===== config.mk =====
export PLATFORM = sky130hd
export DESIGN_NAME = led_pattern_sequencer_flat
export DESIGN_NICKNAME = d
export VERILOG_FILES = /design/src/rtl/led_pattern_sequencer_if.sv /design/src/rtl/led_pattern_sequencer.sv /design/src/flat_wrapper.sv
export SDC_FILE = /design/constraint.sdc
export NUM_CORES = 1
export LEC_CHECK = 0
export ABC_AREA = 1
export BUFFER_PORTS_ARGS = -buffer_cell sky130_fd_sc_hd__buf_2
export CORE_ASPECT_RATIO = 1.1
export CORE_UTILIZATION = 54
export CTS_CLUSTER_SIZE = 20
export DETAILED_ROUTE_END_ITERATION = 10
export HOLD_SLACK_MARGIN = 0.12
export PLACE_DENSITY_LB_ADDON = 0.15
export SLEW_MARGIN = 20
export SYNTH_ARGS = -nofsm -noshare
export SYNTH_HDL_FRONTEND = slang
export SYNTH_SLANG_ARGS = --single-unit

===== constraint.sdc =====
create_clock -name clk -period 1.6 [get_ports clk]
set_clock_uncertainty 0.15 [all_clocks]
set_input_delay 0.24 -clock clk [delete_from_list [all_inputs] [get_ports clk]]
set_output_delay 0.24 -clock clk [all_outputs]
set_load 0.05 [all_outputs]

===== src/rtl/led_pattern_sequencer_if.sv =====
// led_pattern_sequencer_if
// Purpose: bundles the control inputs, pattern outputs and debug view of
//          led_pattern_sequencer into one port.
// Signals:
//   run        level enable (1 = advance pattern, 0 = hold)
//   stop       one-cycle pulse, returns the sequencer to IDLE
//   mode_req   mode load request, only its rising edge is acted on
//   mode_sel   requested mode, sampled in the accepting cycle
//   mode_ack   one-cycle pulse in the cycle after an accepted request
//   led        registered LED drive, bit 0 = LED0
//   step_tick  one-cycle pulse in the first cycle a stepped pattern is shown
//   busy       1 whenever the sequencer is not in IDLE
//   dbg_state  current FSM state: 0 IDLE, 1 RUN, 2 HOLD
//   dbg_mode   currently stored mode
//
// Handshake: mode_req/mode_ack is an edge-request / pulse-acknowledge pair.
// The request is taken in any cycle where mode_req is 1 and was 0 in the
// previous cycle, unless stop is also high. mode_sel must be stable in that
// cycle. mode_ack is high for exactly the next cycle. Holding mode_req high
// produces no further requests until it has been low for at least one cycle.
interface led_pattern_sequencer_if #(
    parameter int NLED = 6
);
    logic            run;
    logic            stop;
    logic            mode_req;
    logic [1:0]      mode_sel;
    logic            mode_ack;
    logic [NLED-1:0] led;
    logic            step_tick;
    logic            busy;
    logic [1:0]      dbg_state;
    logic [1:0]      dbg_mode;

    modport master (
        output run, stop, mode_req, mode_sel,
        input  mode_ack, led, step_tick, busy, dbg_state, dbg_mode
    );

    modport slave (
        input  run, stop, mode_req, mode_sel,
        output mode_ack, led, step_tick, busy, dbg_state, dbg_mode
    );
endinterface


===== src/rtl/led_pattern_sequencer.sv =====
// led_pattern_sequencer
// Purpose: drives NLED LEDs with one of four patterns (ALL_BLINK, CHASE,
//          BOUNCE, COUNT), advancing one step every TICK_DIV clock cycles
//          while running. The pattern can be held, stopped, or switched by
//          a mode request.
// Ports:
//   clk  system clock, rising edge
//   rst  synchronous active-high reset
//   bus  led_pattern_sequencer_if slave modport (controls, LEDs, debug)
module led_pattern_sequencer #(
    parameter int TICK_DIV = 12500000,
    parameter int NLED     = 6
) (
    input  logic                   clk,
    input  logic                   rst,
    led_pattern_sequencer_if.slave bus
);
    localparam int              PW         = $clog2(TICK_DIV);
    localparam logic [PW-1:0]   PRESC_LAST = PW'(TICK_DIV - 1);
    localparam logic [NLED-1:0] ONE_HOT0   = NLED'(1);

    typedef enum logic [1:0] {
        ST_IDLE = 2'd0,
        ST_RUN  = 2'd1,
        ST_HOLD = 2'd2
    } state_e;

    state_e          state_q, state_d;
    logic [1:0]      mode_q, mode_d;
    logic [NLED-1:0] led_q, led_d;
    logic [PW-1:0]   presc_q, presc_d;
    logic            dir_up_q, dir_up_d;
    logic            req_prev_q, req_prev_d;
    logic            ack_q, ack_d;
    logic            tick_q, tick_d;

    logic            req_edge;
    logic            load;

    function automatic logic [NLED-1:0] start_pattern(input logic [1:0] m);
        case (m)
            2'd0:    return '1;
            2'd3:    return '0;
            default: return ONE_HOT0;
        endcase
    endfunction

    assign req_edge = bus.mode_req & ~req_prev_q;
    // stop outranks a mode load in the same cycle.
    assign load     = req_edge & ~bus.stop;

    always_comb begin
        state_d    = state_q;
        mode_d     = mode_q;
        led_d      = led_q;
        presc_d    = presc_q;
        dir_up_d   = dir_up_q;
        req_prev_d = bus.mode_req;
        ack_d      = load;
        tick_d     = 1'b0;

        if (load) begin
            mode_d = bus.mode_sel;
        end

        if (bus.stop) begin
            state_d  = ST_IDLE;
            led_d    = '0;
            presc_d  = '0;
            dir_up_d = 1'b1;
        end else begin
            case (state_q)
                ST_IDLE: begin
                    led_d    = '0;
                    presc_d  = '0;
                    dir_up_d = 1'b1;
                    // mode_d already carries a coincident load.
                    if (bus.run) begin
                        state_d = ST_RUN;
                        led_d   = start_pattern(mode_d);
                    end
                end
                ST_RUN, ST_HOLD: begin
                    if (load) begin
                        // A load restarts the pattern and wins over a step
                        // edge; the state does not change in this cycle.
                        led_d    = start_pattern(mode_d);
                        presc_d  = '0;
                        dir_up_d = 1'b1;
                    end else if (state_q == ST_HOLD) begin
                        if (bus.run) begin
                            state_d = ST_RUN;
                        end
                    end else if (!bus.run) begin
                        state_d = ST_HOLD;
                    end else if (presc_q == PRESC_LAST) begin
                        presc_d = '0;
                        tick_d  = 1'b1;
                        case (mode_q)
                            2'd0: led_d = ~led_q;
                            2'd1: led_d = {led_q[NLED-2:0], led_q[NLED-1]};
                            2'd2: begin
                                // Flip direction as the lit bit lands on an
                                // end so the end pattern is never repeated.
                                if (dir_up_q) begin
                                    led_d = led_q << 1;
                                    if (led_q[NLED-2]) dir_up_d = 1'b0;
                                end else begin
                                    led_d = led_q >> 1;
                                    if (led_q[1]) dir_up_d = 1'b1;
                                end
                            end
                            default: led_d = led_q + ONE_HOT0;
                        endcase
                    end else begin
                        presc_d = presc_q + PW'(1);
                    end
                end
                default: begin
                    state_d = ST_IDLE;
                    led_d   = '0;
                    presc_d = '0;
                end
            endcase
        end
    end

    always_ff @(posedge clk) begin
        if (rst) begin
            state_q    <= ST_IDLE;
            mode_q     <= 2'd0;
            led_q      <= '0;
            presc_q    <= '0;
            dir_up_q   <= 1'b1;
            req_prev_q <= 1'b0;
            ack_q      <= 1'b0;
            tick_q     <= 1'b0;
        end else begin
            state_q    <= state_d;
            mode_q     <= mode_d;
            led_q      <= led_d;
            presc_q    <= presc_d;
            dir_up_q   <= dir_up_d;
            req_prev_q <= req_prev_d;
            ack_q      <= ack_d;
            tick_q     <= tick_d;
        end
    end

    assign bus.led       = led_q;
    assign bus.mode_ack  = ack_q;
    assign bus.step_tick = tick_q;
    assign bus.busy      = (state_q != ST_IDLE);
    assign bus.dbg_state = state_q;
    assign bus.dbg_mode  = mode_q;
endmodule


===== src/flat_wrapper.sv =====
// flat-port wrapper written by rule: the top's interface ports become plain ports
module led_pattern_sequencer_flat 
#(
    parameter int TICK_DIV = 12500000,
    parameter int NLED     = 6
)
  (clk, rst, bus_run, bus_stop, bus_mode_req, bus_mode_sel, bus_mode_ack, bus_led, bus_step_tick, bus_busy, bus_dbg_state, bus_dbg_mode);
  led_pattern_sequencer_if #(.NLED(NLED)) bus_i ();
  input  logic clk;
  input  logic rst;
  input wire logic [$bits(bus_i.run)-1:0] bus_run;
  input wire logic [$bits(bus_i.stop)-1:0] bus_stop;
  input wire logic [$bits(bus_i.mode_req)-1:0] bus_mode_req;
  input wire logic [$bits(bus_i.mode_sel)-1:0] bus_mode_sel;
  output wire logic [$bits(bus_i.mode_ack)-1:0] bus_mode_ack;
  output wire logic [$bits(bus_i.led)-1:0] bus_led;
  output wire logic [$bits(bus_i.step_tick)-1:0] bus_step_tick;
  output wire logic [$bits(bus_i.busy)-1:0] bus_busy;
  output wire logic [$bits(bus_i.dbg_state)-1:0] bus_dbg_state;
  output wire logic [$bits(bus_i.dbg_mode)-1:0] bus_dbg_mode;
  assign bus_i.run = bus_run;
  assign bus_i.stop = bus_stop;
  assign bus_i.mode_req = bus_mode_req;
  assign bus_i.mode_sel = bus_mode_sel;
  assign bus_mode_ack = bus_i.mode_ack;
  assign bus_led = bus_i.led;
  assign bus_step_tick = bus_i.step_tick;
  assign bus_busy = bus_i.busy;
  assign bus_dbg_state = bus_i.dbg_state;
  assign bus_dbg_mode = bus_i.dbg_mode;
  led_pattern_sequencer #(.TICK_DIV(TICK_DIV), .NLED(NLED)) u_core (.clk(clk), .rst(rst), .bus(bus_i));
endmodule

## After elaboration in Yosys (flattened, before gate mapping)

Index checks and enable logic that the tools add are counted.

| word-level totals | value |
|---|---|
| register bits | 38 |
| input bits | 7 |
| output and inout bits | 13 |

| cells by class | value |
|---|---|
| add/sub/neg operators | 2 |
| equality and inequality tests | 12 |
| muxes and demuxes | 26 |
| bitwise logic cells | 8 |
| reductions and logical operators | 13 |

Operators with widths:

| kind | number |
|---|---|
| $mux 6 | 6 |
| $add 24x1->24 const B | 1 |
| $eq 24x24->1 const B | 1 |
| $mux 24 | 1 |
| $pmux 6 s2 | 2 |
| $pmux 6 s3 | 1 |
| $ne 3x2->1 const B | 4 |
| $mux 2 | 5 |
| $mux 1 | 9 |
| $add 6x1->6 const B | 1 |
| $eq 2x2->1 const B | 3 |
| $logic_not 2->1 | 3 |
| $not 6->6 | 1 |
| $reduce_or 6->1 | 1 |
| $not 1->1 | 5 |
| $reduce_and 5->1 | 1 |
| $eq 2x1->1 const B | 2 |
| $pmux 2 s2 | 1 |
| $reduce_and 2->1 | 2 |
| $reduce_bool 2->1 | 2 |
| $reduce_or 2->1 | 2 |
| $reduce_or 4->1 | 1 |
| $ne 3x1->1 const B | 1 |
| $reduce_and 3->1 | 1 |
| 3 further kinds | 4 |

## Depth between registers and ports, before layout

| logic depth | value |
|---|---|
| depth in word-level cells | 8 |
| depth in mapped cells | 12 |
| mapped depth without buffers | 11 |

## Worst setup path before layout

Ideal clock, no wire load.

| path | value |
|---|---|
| path type | flip-flop to flip-flop |
| from | reg u_core.state_q[0] (netlist: u_core.bus.dbg_state[0]) |
| to | reg u_core.presc_q[9] |
| library setup time | 0.118 ns |
| arrival time | 1.937 ns |
| required time | 1.332 ns |
| setup slack | -0.606 ns |
| cell stages (with the launch flop) | 11 |
| buffers on the path | 0 |
| cell sequence | dfxtp_1 inv_1 ha_1 inv_1 nand2_2 nor3_2 nand2_1 nor2_2 inv_1 nor3_1 nor3_1 |

| on the way | value |
|---|---|
| cells in the longest elaborated chain, start to end | 4 |
| elaborated cells between the ends (all ways) | 7 |
| classes of those cells | 2 x eq/ne; 2 x bitwise; 3 x reduce/logical |

RTL lines:

| element | RTL line | source |
|---|---|---|
| start, declared | led_pattern_sequencer.sv:28 | `state_e state_q, state_d;` |
| start signal, assigned | led_pattern_sequencer.sv:139 | `state_q <= state_d;` |
| $eq 2x1->1 or $eq 2x2->1 (tied branches) | led_pattern_sequencer.sv:72, led_pattern_sequencer.sv:90 |  |
| $reduce_or 2->1 | led_pattern_sequencer.sv:72 | `case (state_q)` |
| $not 1->1 (no source line) | -- |  |
| $reduce_or 4->1 (no source line) | -- |  |
| end signal, assigned | led_pattern_sequencer.sv:142 | `presc_q <= presc_d;` |
| end, declared | led_pattern_sequencer.sv:31 | `logic [PW-1:0] presc_q, presc_d;` |

Several ways; a longest one is shown, not always the timed one.
A chain may end at the register's enable or synchronous reset.

## Worst setup path in the final report

| path | value |
|---|---|
| from | reg u_core.state_q[0] (netlist: u_core.bus.dbg_state[0]) |
| to | reg u_core.presc_q[19] |

Same word-level chain as after synthesis.

==> out/results.txt <==
CP Class - flop to flop
Yosys reg bits - 38
vias in the first global route - 2761
Fmax achieved - 559 MHz
Syn Inst Count - 370
Num CTS Buffers - 5
Worst R2R End - u_core.presc_q[19]
count leader, synth - nand2_1
Mapped Area - 2400 um^2
post-synth top area share - 31.7%
Synth area leader - dfxtp_1
final WL - 8910 um
sequential share of the synthesized area - 31.7%
Worst-Skew Late Latency - 0.30 ns
CP peak stage delay - 0.37 ns
IO Count - 20
RSZ-0062 raised after global routing - yes
R2R cell count - 9
fin nets - 488
Post-synth top cells - nand2_1, inv_1, nor2_1, dfxtp_1, nand3_1
dpl hpwl - 5140 um
failing checks - setup timing
PortBufs - 19
first-pass GRT wire length - 12300 um
number of iterations in the first detailed-routing pass - 6
Routed Antenna Nets - 0
CP required - 1.64 ns
initial antenna violation count - 0
Power, Total - 2320 uW
initial core utilization - 56.0%
HP Class - input port to flop
core area - 4290 um^2
Cell Pwr Density - 626 nW/um^2
die width - 65.6 um
hold path cells - 4
CTS sink cnt - 38
critical path cell sequence - inv_6 -> ha_4 -> inv_4 -> nand2_8 -> nor3_4 -> nand3_2 -> nor3_2 -> nand2_1 -> nor3b_2
Leakage - 0.00169 uW
CTS Buffer Depth - 2
antenna cells - 0
synth unique cells - 39
final core area utilization - 86.6%
EDFF count, synth - 0
Min Clock Period, post-route - 1.79 ns
Worst-path clk slew - 0.08 ns
slew margin rel. - 76.4%
WHS Endpoint - u_core.bus.dbg_state[1]
grt ovf - 0
critical path's slowest cell - dfxtp_4
Setup crit end kind - flop
largest net degree at the start of global routing - 13
crit path DAT - 1.83 ns
drt first-iter violations - 284
full die area - 4720 um^2
CTS tree - yes
GRT Overall Usage - 33.5%
Layout area overhead - 54.6%
VDD IR max - 501 uV
worst-margin pin slew - 0.354 ns
Tcrit/Tclk final - 112%
Filler Cells Inserted - 242
vias - 3127
register-to-register setup slack - -0.19 ns
share of layout cells above drive strength 1 - 43.8%
height of the die - 71.9 um
dpl cell area - 3200 um^2
worst hold slack - 0.247 ns
GPL Wtd Cong - 0.937
Vias/cell - 5.89
Top FF cell, synth - dfxtp_1
startpoint type of the worst setup path - flop
Hold Crit Start - rst
Worst R2R Start - u_core.bus.dbg_state[0]
ranking of synthesized cells by area - dfxtp_1, nand2_1, inv_1, nand3_1, nor2_1
Root Buffer - clkbuf_8
Fin. Hold Viols - 0
DRC - 0
Max Cap Violations - 0
routed len/inst - 16.8 um
Final WS setup - -0.190 ns
H-Tree Depth - 2
post-route cell area - 3710 um^2
CP Max Fanout - 6
Finish-stage setup viols - 31
FFs w/ async S/R, synth - 0%
syn_area_per_cell - 6.49 um^2
synthesis warning total - 0
Max Slew Vio Count - 0
post-synth net total - 382
status - complete, but fails checks
Rows - 25
==> power by group <==
part           internal [uW]  switching (uW)  leakage [uW]
clock                    459             373     0.0000579
combinational            191             310       0.00132
sequential               962            27.6      0.000316
total                   1610             711       0.00169
==> area by class of cell <==
cell class | count | area [um^2] | area share [%]
Sequential cell | 38 | 791 | 21.3
Multi-Input combinational cell | 279 | 1760 | 47.3
Tap cell | 54 | 67.6 | 1.82
Clock inverter | 3 | 40.0 | 1.08
Inverter | 47 | 204 | 5.50
Timing Repair Buffer | 105 | 785 | 21.1
Clock buffer | 5 | 68.8 | 1.85
==> cells in the final DEF (no fill, tap or decap), types with 4 or more instances in the layout <==
cell	count
xor2_1	4
nor3_2	6
nand3_2	8
o21ai_0	11
nand3_1	24
nand2_4	5
nor2_1	34
dfxtp_1	22
nor2_4	7
a21oi_2	8
buf_2	18
nand4_1	9
nand2_1	85
dfxtp_4	4
nand2_2	9
buf_4	80
clkbuf_8	5
inv_1	37
nor2_2	7
nor3_1	9
inv_4	4
a21oi_1	12
dfxtp_2	12
==> registers in the layout (all words and copies together), names as in the netlist <==
| register | flops |
|---|---|
| u_core.bus.dbg_mode | 2 |
| u_core.bus.dbg_state | 2 |
| u_core.bus.led | 6 |
| u_core.bus.mode_ack | 1 |
| u_core.bus.step_tick | 1 |
| u_core.dir_up_q | 1 |
| u_core.presc_q | 24 |
| u_core.req_prev_q | 1 |
==> worst max-delay path by stage <==
stage	startpoint	end	slack [ns]	depth (start not counted)
2_1_floorplan	u_core.bus.dbg_state[0]	u_core.presc_q[9]	-0.12	10
3_5_place_dp	u_core.bus.dbg_state[1]	u_core.presc_q[19]	-0.09	9
6_report	u_core.bus.dbg_state[0]	u_core.presc_q[19]	-0.19	9
3_3_place_gp	u_core.presc_q[9]	u_core.presc_q[23]	-0.04	7
4_1_cts	u_core.bus.dbg_state[0]	u_core.presc_q[19]	-0.08	9
5_1_grt	u_core.presc_q[12]	u_core.bus.led[5]	-0.27	6
==> stage by stage <==
stage,setup slack (ns),instances,setup TNS (ns)
floorplan,-0.121,370,-1.68
global placement,-0.0421,508,-0.244
detailed placement,-0.0862,508,-0.791
CTS,-0.0780,524,-0.647
global route,-0.274,531,-5.88
finish,-0.190,531,-3.90
==> kinds of logic (layout without fill, tap and decap cells) <==
logic type	Yosys count	after routing	synth area share (%)
AND/OR/NAND/NOR	220	221	42.8
buffers and inverters	54	160	9.28
AO/OA/AOI/OAI	48	48	11.8
flip-flops	38	38	31.7
adder cells (fa/ha/maj)	5	5	2.61
XOR/XNOR	5	5	1.82
==> layer usage <==
layer	part of all wire, %	routed length, um	up-vias	GRT usage, %
met1	35	3120	1441	34.9
li1	-	-	1433	-
met5	0	0	-	0
met3	6.0	532	68	5.66
met2	53	4700	185	64.5
met4	6.3	559	0	15.0
==> critical path: cells and delay by family (launching register included) <==
kind | cells | cell delay (ns)
fa+ha+maj | 1 | 0.16
flops | 1 | 0.37
simple gates | 6 | 0.84
buf+inv | 2 | 0.13
==> what timing repair did <==
action,in CTS,in global routing
hold buffers,2,0
endpoints found under the hold margin,4,0
pin swaps,7,21
buffers inserted,5,7
gates resized for setup,25,51
setup endpoints to repair,23,34
gates cloned,1,0
No activity file was read; power rests on OpenSTA's default activity.
